`src/rtl/multicycle_sequencer.sv`:
```
// Multicycle control FSM for the 5-instruction MIPS core on a single unified memory port.
// Sequences fetch/decode/execute/memory/writeback, stalls on mem_waitrequest, owns JR delay slot and halt.
module multicycle_sequencer #(
    parameter logic [5:0] HALT_OPCODE = 6'h3F
) (
    input  logic       clk,
    input  logic       reset,
    input  logic [5:0] opcode,
    input  logic [5:0] funct,
    input  logic       mem_waitrequest,
    output logic       mem_read,
    output logic       mem_write,
    output logic       mem_addr_sel,
    output logic       ir_write,
    output logic       mdr_write,
    output logic       pc_write,
    output logic       pc_src,
    output logic       target_write,
    output logic       alu_src,
    output logic       reg_dst,
    output logic       mem_to_reg,
    output logic       reg_write,
    output logic       active,
    output logic       halt,
    output logic       error
);

    typedef enum logic [2:0] {
        S_IDLE, S_FETCH, S_DECODE, S_EXEC, S_MEM, S_WB, S_HALTED
    } state_t;

    typedef enum logic [2:0] {
        C_ADDU, C_ADDIU, C_LW, C_SW, C_JR, C_HALT, C_ILL
    } cls_t;

    state_t state;
    cls_t   cls;
    cls_t   dec;
    logic   jump_pending;
    logic   ir_en;
    logic   pc_en;
    logic   mdr_en;

    // Instruction class from the IR fields; only consumed in DECODE.
    always_comb begin
        dec = C_ILL;
        if (opcode == 6'h00) begin
            if (funct == 6'h21)      dec = C_ADDU;
            else if (funct == 6'h08) dec = C_JR;
        end else if (opcode == 6'h23) begin
            dec = C_LW;
        end else if (opcode == 6'h2B) begin
            dec = C_SW;
        end else if (opcode == 6'h09) begin
            dec = C_ADDIU;
        end else if (opcode == HALT_OPCODE) begin
            dec = C_HALT;
        end
    end

    // Latch enables only take effect on the cycle the transfer completes.
    assign ir_write  = ir_en  & ~mem_waitrequest;
    assign pc_write  = pc_en  & ~mem_waitrequest;
    assign mdr_write = mdr_en & ~mem_waitrequest;

    // Each branch loads the Moore outputs belonging to the state being entered.
    always_ff @(posedge clk or posedge reset) begin
        if (reset) begin
            state        <= S_IDLE;
            cls          <= C_ILL;
            jump_pending <= 1'b0;
            mem_read     <= 1'b0;
            mem_write    <= 1'b0;
            mem_addr_sel <= 1'b0;
            ir_en        <= 1'b0;
            pc_en        <= 1'b0;
            mdr_en       <= 1'b0;
            pc_src       <= 1'b0;
            target_write <= 1'b0;
            alu_src      <= 1'b0;
            reg_dst      <= 1'b0;
            mem_to_reg   <= 1'b0;
            reg_write    <= 1'b0;
            active       <= 1'b0;
            halt         <= 1'b0;
            error        <= 1'b0;
        end else begin
            mem_read     <= 1'b0;
            mem_write    <= 1'b0;
            mem_addr_sel <= 1'b0;
            ir_en        <= 1'b0;
            pc_en        <= 1'b0;
            mdr_en       <= 1'b0;
            pc_src       <= 1'b0;
            target_write <= 1'b0;
            alu_src      <= 1'b0;
            reg_dst      <= 1'b0;
            mem_to_reg   <= 1'b0;
            reg_write    <= 1'b0;
            active       <= 1'b1;
            case (state)
                S_IDLE: begin
                    state    <= S_FETCH;
                    mem_read <= 1'b1;
                    ir_en    <= 1'b1;
                    pc_en    <= 1'b1;
                    pc_src   <= jump_pending;
                end
                S_FETCH: begin
                    if (mem_waitrequest) begin
                        mem_read <= 1'b1;
                        ir_en    <= 1'b1;
                        pc_en    <= 1'b1;
                        pc_src   <= pc_src;
                    end else begin
                        state        <= S_DECODE;
                        jump_pending <= 1'b0;
                    end
                end
                S_DECODE: begin
                    if (dec == C_HALT) begin
                        state  <= S_HALTED;
                        halt   <= 1'b1;
                        active <= 1'b0;
                    end else if (dec == C_ILL) begin
                        state  <= S_HALTED;
                        error  <= 1'b1;
                        active <= 1'b0;
                    end else begin
                        state        <= S_EXEC;
                        cls          <= dec;
                        alu_src      <= (dec == C_ADDIU) || (dec == C_LW) || (dec == C_SW);
                        target_write <= (dec == C_JR);
                    end
                end
                S_EXEC: begin
                    case (cls)
                        C_ADDU, C_ADDIU: begin
                            state     <= S_WB;
                            reg_write <= 1'b1;
                            reg_dst   <= (cls == C_ADDU);
                        end
                        C_LW, C_SW: begin
                            state        <= S_MEM;
                            mem_addr_sel <= 1'b1;
                            mem_read     <= (cls == C_LW);
                            mdr_en       <= (cls == C_LW);
                            mem_write    <= (cls == C_SW);
                        end
                        C_JR: begin
                            state        <= S_FETCH;
                            jump_pending <= 1'b1;
                            mem_read     <= 1'b1;
                            ir_en        <= 1'b1;
                            pc_en        <= 1'b1;
                            pc_src       <= 1'b1;
                        end
                        default: state <= S_IDLE;
                    endcase
                end
                S_MEM: begin
                    if (mem_waitrequest) begin
                        mem_addr_sel <= 1'b1;
                        mem_read     <= mem_read;
                        mem_write    <= mem_write;
                        mdr_en       <= mdr_en;
                    end else if (cls == C_LW) begin
                        state      <= S_WB;
                        reg_write  <= 1'b1;
                        mem_to_reg <= 1'b1;
                    end else begin
                        state    <= S_FETCH;
                        mem_read <= 1'b1;
                        ir_en    <= 1'b1;
                        pc_en    <= 1'b1;
                        pc_src   <= jump_pending;
                    end
                end
                S_WB: begin
                    state    <= S_FETCH;
                    mem_read <= 1'b1;
                    ir_en    <= 1'b1;
                    pc_en    <= 1'b1;
                    pc_src   <= jump_pending;
                end
                S_HALTED: active <= 1'b0;
                default:  state  <= S_IDLE;
            endcase
        end
    end

endmodule

```
`config.mk`:
```
export PLATFORM = sky130hd
export DESIGN_NAME = multicycle_sequencer
export DESIGN_NICKNAME = d
export VERILOG_FILES = /design/src/rtl/multicycle_sequencer.sv
export SDC_FILE = /design/constraint.sdc
export NUM_CORES = 1
export LEC_CHECK = 0
export ABC_CLOCK_PERIOD_IN_PS = 1470
export CAP_MARGIN = 20
export CORE_MARGIN = 2
export CORE_UTILIZATION = 42
export DETAILED_ROUTE_END_ITERATION = 8
export GPL_TIMING_DRIVEN = 0
export PLACE_DENSITY = 0.74
export SYNTH_ARGS = -nofsm -noshare
export SYNTH_HDL_FRONTEND = slang
export SYNTH_SLANG_ARGS = --single-unit
```
`constraint.sdc`:
```
create_clock -name clk -period 1.47 [get_ports clk]
set_input_delay 0.294 -clock clk [delete_from_list [all_inputs] [get_ports clk]]
set_output_delay 0.294 -clock clk [all_outputs]
set_load 0.005 [all_outputs]
```
## Word level (Yosys, flattened, before mapping)

Index checks and enable logic that the tools add are counted.

- Register bits: 21
- Bits of input ports: 15
- Output and inout bits: 15

- Eq/ne operators: 25
- Multiplexer cells: 50
- Bitwise gates (word level): 6
- Reduce and logical (&&, ||, !) cells: 14

Operator list:

| cell | count |
|---|---|
| $mux 3 | 10 |
| $mux 1 | 26 |
| $eq 6x6->1 const B | 4 |
| $eq 3x3->1 const B | 7 |
| $eq 3x2->1 const B | 6 |
| $pmux 3 s6 | 1 |
| $pmux 1 s2 | 7 |
| $eq 6x4->1 const B | 2 |
| $pmux 1 s4 | 3 |
| $reduce_and 3->1 | 4 |
| $eq 3x1->1 const B | 3 |
| $pmux 3 s3 | 1 |
| $logic_not 3->1 | 2 |
| $logic_not 6->1 | 1 |
| $ne 2x2->1 const B | 3 |
| $reduce_or 2->1 | 3 |
| $mux 2 | 2 |
| $not 1->1 | 4 |
| $and 1x1->1 | 2 |
| $logic_or 1x1->1 | 2 |
| $reduce_and 2->1 | 1 |
| $reduce_bool 2->1 | 1 |

## Logic depth before layout (Yosys ltp)

Gate-level depths: netlist (run 1).

- Depth in word-level cells: 12
- Mapped depth: 6

## Worst setup path before layout (run 1)

No wires, ideal clock.

- Path kind: input to register
- From: input opcode[1]
- To: register state[2]
- Arrival time: 1882 ps
- Setup slack: -536 ps
- Cell stages on the path: 5
- Path through: or4_4 a2111o_1 and3_4 or2_4 o31a_1

- Longest elaborated chain between the ends: 10
- Elaborated cells on any way between the ends: 15

RTL lines:

| item | line | text |
|---|---|---|
| from (decl) | 8 | `input logic [5:0] opcode,` |
| $eq 6x6->1 | 56 | `end else if (opcode == HALT_OPCODE) begin` |
| $mux 2 | 56 |  |
| $mux 3 | 54 | `end else if (opcode == 6'h09) begin` |
| $mux 3 | 52 | `end else if (opcode == 6'h2B) begin` |
| $mux 3 | 50 | `end else if (opcode == 6'h23) begin` |
| $mux 3 (*) | 47 | `if (opcode == 6'h00) begin` |
| $eq 3x3->1 | 125 | `end else if (dec == C_ILL) begin` |
| $mux 3 | 125 |  |
| $mux 3 (*) | 121 | `if (dec == C_HALT) begin` |
| $pmux 3 s6 (*) | 101 | `case (state)` |
| to (signal assigned) | 103 | `state <= S_FETCH;` |
| to (signal assigned) | 122 | `state <= S_HALTED;` |
| to (signal assigned) | 126 | `state <= S_HALTED;` |
| to (decl) | 36 | `state_t state;` |

Every way passes the cells marked *; elsewhere a longest branch is shown, timed or not.
A chain may end at the register's enable or synchronous reset.

## Worst setup path after layout (run 1)

Same ends and word-level chain as after synthesis.

==> qor.yml, run 1 <==
violations: "setup timing"
final_area_um2: 1600
die_w_um: 55.3
synthesis.area_um2: 1110
vias: 1083
yosysWarnings: 0
tightest_slew_ns: 0.787
top_regs: "cls: 3 flops, state: 3 flops"
pre_cts_ws_ns: -1.15
reg2reg_slack_ns: -0.07
drive_above_1_share_pct: 27.3
drt_iter0_markers: 19
grt_pass1_vias: 1092
drtAntennaViolNets: 0
crit_fanout: 3
avgSynthCellArea_um2: 9.00
ioPinCount: 30
synthCells: 123
antenna_found_initial: 0
synthTopCellsByArea: "dfrtp_1, o21ai_0, dfstp_2"
track_usage_pct: 19.1
first_pass_iters: 4
fmax_mhz: 556
cts_tree: "built"
gp_congestion: 0.843
cts-htree-levels: 1
area_delta_synth_final_pct: 44.6
antennaDiodeCount: 0
die_area_um2: 3060
cellPowerDensity_nw_per_um2: 1330
crit_chain: "buf_8 > or4_4 > a2111o_1 > and3_4 > or2_4 > o31a_1"
rsz0062_at_grt: "true"
max-cap-violations: 0
clk_pin_slew_worst_paths_ns: 0.11
ys_async_sr_fraction_pct: 100
start_kind: "input pin"
ys_ff_latch: 21
port_buffers: 28
crit_path_max_incr_delay_ns: 0.53
rows: 18
nFillCells: 216
arrival_ns: 2.00
final_common_cell: "dfrtp_1"
cts.sinks: 21
grt_pass1_wl_um: 4840
slowest_stage: "or4_4"
fin_crit_sh_pct: 122
routed_via_density: 5.67
hold_path.class: "in -> reg"
min_period_ns: 1.80
yosysSeqAreaShare_pct: 47.7
die_y_um: 55.3
fin_ws_ns: -0.330
synth_largest_area_cell: "dfrtp_1"
crit_required_ns: 1.67
setup_viol: 7
cts_buffers: 3
synth_flop_cell: "dfrtp_1"
slew_headroom_pct: 47.5
synth-edff-count: 0
start_util_pct: 44.7
critPathKind: "in -> reg"
clockBufferDepth: 2
cts-root-buf: "clkbuf_4"
nets: 177
hpwl_um: 1850
multi_input_area_um2: 624
post-route-drc-count: 0
cts-hold-fix-buffers: 0
maxSlewViolCount: 0
avgRoutedWirePerCell_um: 14.8
clk_latency_ns: 0.30
place_area_um2: 1440
hold_viol_final: 0
seq_area_um2: 528
wl_um: 2830
grt_max_degree: 22
skew_ns: 0.00511
p_leak_nw: 0.743
end_kind: "register"
synth_top_area_share_pct: 42.9
synth.distinct_cells: 38
vdd_drop_max_v: 0.000917
coreArea_um2: 2480
grt.overflow.total: 0
final_cell_mix: "dfrtp_1, nand2_1, nor2_1, buf_4"
synth_nets: 138
status: "complete, but fails checks"
-- report_power, final --
group / internal, mW / switching, mW / leakage [nW]
clock: 0.106 / 0.171 / 0.0150
combinational: 0.474 / 0.498 / 0.465
sequential: 0.747 / 0.133 / 0.263
total: 1.33 / 0.802 / 0.743
-- logic make-up after synthesis --
group | after synthesis | synth area share (%)
AO/OA/AOI/OAI | 36 | 20.7
XOR/XNOR | 1 | 0.791
buffers and inverters | 11 | 4.07
flip-flops | 21 | 47.7
AND/OR/NAND/NOR | 54 | 26.8
-- timing repair --
action                                  CTS  global route
endpoints found under the setup margin   19            20
resized for setup                        48            31
buffers inserted                          7             3
pin swaps                                 8             6
-- Yosys cell counts (2+ instances only) --
cell / number
nand2b_1: 4
and3_1: 2
inv_1: 2
o211ai_1: 2
nor3b_1: 2
nand2_1: 13
a21oi_1: 10
o21ai_0: 11
clkbuf_1: 8
a21o_1: 2
nand3_1: 3
nor2_1: 10
dfrtp_1: 19
nor4_1: 3
dfstp_2: 2
nor2b_1: 5
nor3_1: 4
-- metal layers --
| layer | wire [µm] | up-vias | track usage [%] | share of wire, % |
|---|---|---|---|---|
| met5 | 0 | - | 0 | 0 |
| met4 | 55 | 0 | 8.01 | 1.9 |
| met3 | 137 | 7 | 2.34 | 4.8 |
| met2 | 1380 | 33 | 31.3 | 49 |
| met1 | 1260 | 526 | 25.5 | 44 |
| li1 | - | 517 | - | - |
-- stage by stage --
step	cells	hold slack, ns	power [mW]	setup TNS (ns)	util, %
3_5_place_dp	181	0.451	1.73	-9.03	58.0
5_1_grt	191	0.445	2.30	-2.38	64.6
3_3_place_gp	181	0.441	1.69	-8.57	58.0
4_1_cts	188	0.374	2.04	-1.89	60.8
6_report	191	0.398	2.13	-1.89	64.6
2_1_floorplan	123	0.269	1.39	-2.54	-
-- area by class of cell --
type | count | area share, %
multi-input combinational | 91 | 39.0
sequential | 21 | 33.0
timing repair buffer | 38 | 22.1
tap | 30 | 2.34
clock buffer | 4 | 1.64
buffer | 5 | 1.48
inverter | 2 | 0.469
-- final timing paths --
kind                       startpoint  cells past startpoint       end
max reg2reg                  state[1]                      5    cls[0]
min in group asynchronous       reset                      2  state[0]
min                         opcode[3]                      5    cls[1]
max                         opcode[1]                      6  state[2]
min reg2reg                     error                      1     error
max in group asynchronous       reset                      2    cls[0]
-- worst max-delay path: cells and delay by family --
| kind | cells | cell delay (ns) |
|---|---|---|
| AO/OA/AOI/OAI | 2 | 0.65 |
| buffers and inverters | 1 | 0.10 |
| AND/OR/NAND/NOR | 3 | 0.95 |
Power figures use the tool's default switching activity.
==> inputs of run 2 (changes only) <==
ABC_AREA = 1   (was unset)
CORE_ASPECT_RATIO = 1.5   (was unset)
CORE_UTILIZATION = 43   (was 42)
PLACE_DENSITY = 0.75   (was 0.74)
==> qor.yml, run 2 <==
grt_pass1_wl_um: 4010  # -17%
grt.overflow.total: 0  # unchanged
fin_util_pct: 62.9  # -1.7 points
coreArea_um2: 2620  # +5.7%
start_kind: "register"
avgSynthCellArea_um2: 7.51  # -17%
grt_pass1_vias: 1056  # -3.3%
synth_nets: 168  # +22%
post-route-drc-count: 0  # unchanged
nets: 206  # +16%
synth.distinct_cells: 26  # -32%
synth_top_area_share_pct: 41.4  # -1.5 points
status: "finished, final reports clean"
crit_fanout: 2  # -1
hpwl_um: 1930  # +4.3%
vdd_drop_max_v: 0.000574  # -37%
finalPower_mw: 2.18  # +2.2%
routed_via_density: 4.69  # -17%
ioPinCount: 30  # unchanged
arrival_ns: 1.13  # -0.87 ns
maxSlewViolCount: 0  # unchanged
port_buffers: 29  # +3.6%
ys_ff_latch: 21  # unchanged
wl_um: 2550  # -10%
skew_ns: 0.00330  # -0.00181 ns
die_area_um2: 3110  # +1.5%
area_delta_synth_final_pct: 43.5
first_pass_iters: 4  # unchanged
track_usage_pct: 18.0  # -1.1 points
crit_path_max_incr_delay_ns: 0.52  # about the same
cts_buffers: 3  # unchanged
synth_largest_area_cell: "dfrtp_1"
cts_tree: "built"
rsz0062_at_grt: "true"
slew_headroom_pct: 48.3  # +0.75 points
slowest_stage: "clkdlybuf4s50_1"
cts.sinks: 21  # unchanged
clk_latency_ns: 0.26  # -0.04 ns
tightest_slew_ns: 0.775  # -0.0113 ns
max-cap-violations: 0  # unchanged
drt_iter0_markers: 26  # +7
synthTopCellsByArea: "dfrtp_1, nand2_1, nor2_1"
synthesis.area_um2: 1150  # +3.7%
nFillCells: 237  # +9.7%
synth_flop_cell: "dfrtp_1"
crit_required_ns: 1.18  # -0.49 ns
antennaDiodeCount: 0  # unchanged
gp_congestion: 0.851  # +0.97%
synth_most_common_cell: "nand2_1"
clockBufferDepth: 2  # unchanged
hold_viol_final: 0  # unchanged
ys_async_sr_fraction_pct: 100  # unchanged
start_util_pct: 43.9  # -0.84 points
die_w_um: 46.2  # -17%
cts-hold-fix-buffers: 0  # unchanged
pre_cts_ws_ns: -0.404  # +0.746 ns
final_cell_mix: "nand2_1, inv_1, nor2_1, dfrtp_1, clkdlybuf4s50_1"
cp_top_family: "buffers and inverters"
fin_crit_sh_pct: 97.0  # -25 points
cts-root-buf: "clkbuf_8"
final_common_cell: "nand2_1"
top_regs: "cls: 3 flops, state: 3 flops"
antenna_found_initial: 0  # unchanged
synth-edff-count: 0  # unchanged
avgRoutedWirePerCell_um: 11.2  # -24%
fmax_mhz: 701  # +26%
crit_chain: "clkdlybuf4s50_1"
vias: 1064  # -1.8%
ys_top_cells_by_count: "nand2_1, nor2_1, inv_1, dfrtp_1, nand3_1"
grt_max_degree: 22  # unchanged
cellPowerDensity_nw_per_um2: 1320  # -0.69%
cts-htree-levels: 1  # unchanged
yosysWarnings: 0  # unchanged
min_period_ns: 1.43  # -0.373 ns
p_leak_nw: 0.897  # +21%
fin_ws_ns: 0.0436  # +0.373 ns
setup_viol: 0  # -7
crit_buf_inv: 1  # unchanged
end_kind: "primary output"
drive_above_1_share_pct: 27.4  # +0.039 points
rows: 23  # +5
hold_path.class: "in -> async"
synthCells: 153  # +24%
yosysSeqAreaShare_pct: 46.0  # -1.7 points
clk_pin_slew_worst_paths_ns: 0.07  # -0.04 ns
die_y_um: 67.3  # +22%
critPathKind: "reg -> out"
drtAntennaViolNets: 0  # unchanged
## run 2: changes by cell type in the layout (fill, tap and decap cells not counted), moves of 4 or more
cell	delta
a21oi_1	-6
inv_1	+19
o21ai_0	-5
nand2b_1	-4
nor2_1	+10
buf_4	-5
inv_2	+4
nand2_2	+8
nand3_2	+6
nand2_1	+19
nor2_2	+12
clkdlybuf4s50_1	+10
## run 2: logic make-up (layout without fill, tap and decap cells)
| logic type | Yosys count | in the layout | synth area share, % |
|---|---|---|---|
| AOI/OAI and AO/OA | 12 | 12 | 6.10 |
| and+or+nand+nor | 91 | 91 | 38.0 |
| DFF | 21 | 21 | 46.0 |
| buffers and inverters | 29 | 66 | 9.91 |
## run 2: path summary, 6_finish.rpt
| path | from | endpoint | slack (ns) | cells after the start |
|---|---|---|---|---|
| max in group asynchronous | reset | cls[0] | 0.52 | 2 |
| min | reset | mdr_en | 0.47 | 2 |
| min in group clk | halt | halt | 0.47 | 1 |
| min reg2reg | halt | halt | 0.47 | 1 |
| max | error | error | 0.04 | 1 |
| max reg2reg | cls[1] | mem_read | 0.11 | 8 |
## run 2: metal layers
layer / vias to the layer above / track usage [%] / part of all wire, %
li1: 539 / - / -
met1: 484 / 16.1 / 33
met2: 32 / 34.9 / 60
met3: 9 / 2.41 / 4.0
met4: 0 / 11.4 / 3.5
met5: - / 0 / 0
## run 2: area by class of cell
cell class                 count  area, µm²  share of cell area, %
multi-input combinational    103        577                   35.0
sequential                    21        528                   32.0
timing repair buffer          33        338                   20.5
inverter                      28        106                   6.45
tap                           37       46.3                   2.81
clock buffer                   4       45.0                   2.73
buffer                         1       7.51                  0.456
## run 2: power breakdown
part / internal [mW] / total [mW] / leakage, nW / switching [mW]
combinational: 0.427 / 0.975 / 0.610 / 0.548
sequential: 0.747 / 0.824 / 0.265 / 0.0771
clock: 0.193 / 0.376 / 0.0228 / 0.182
total: 1.37 / 2.18 / 0.897 / 0.807
## run 2: repair_timing
action,CTS,global route
pin swaps,1,10
buffers inserted,0,4
gates resized for setup,10,25
endpoints found under the setup margin,8,11
## run 2: metrics by stage
stage	TNS, ns	area (µm²)	hold slack, ns	std cells
after floorplan	0	1150	0.269	153
after global placement	-2.61	1490	0.450	219
after detailed placement	-3.27	1490	0.459	219
after CTS	0	1530	0.476	223
after global routing	-0.0413	1650	0.491	227
final	0	1650	0.466	227
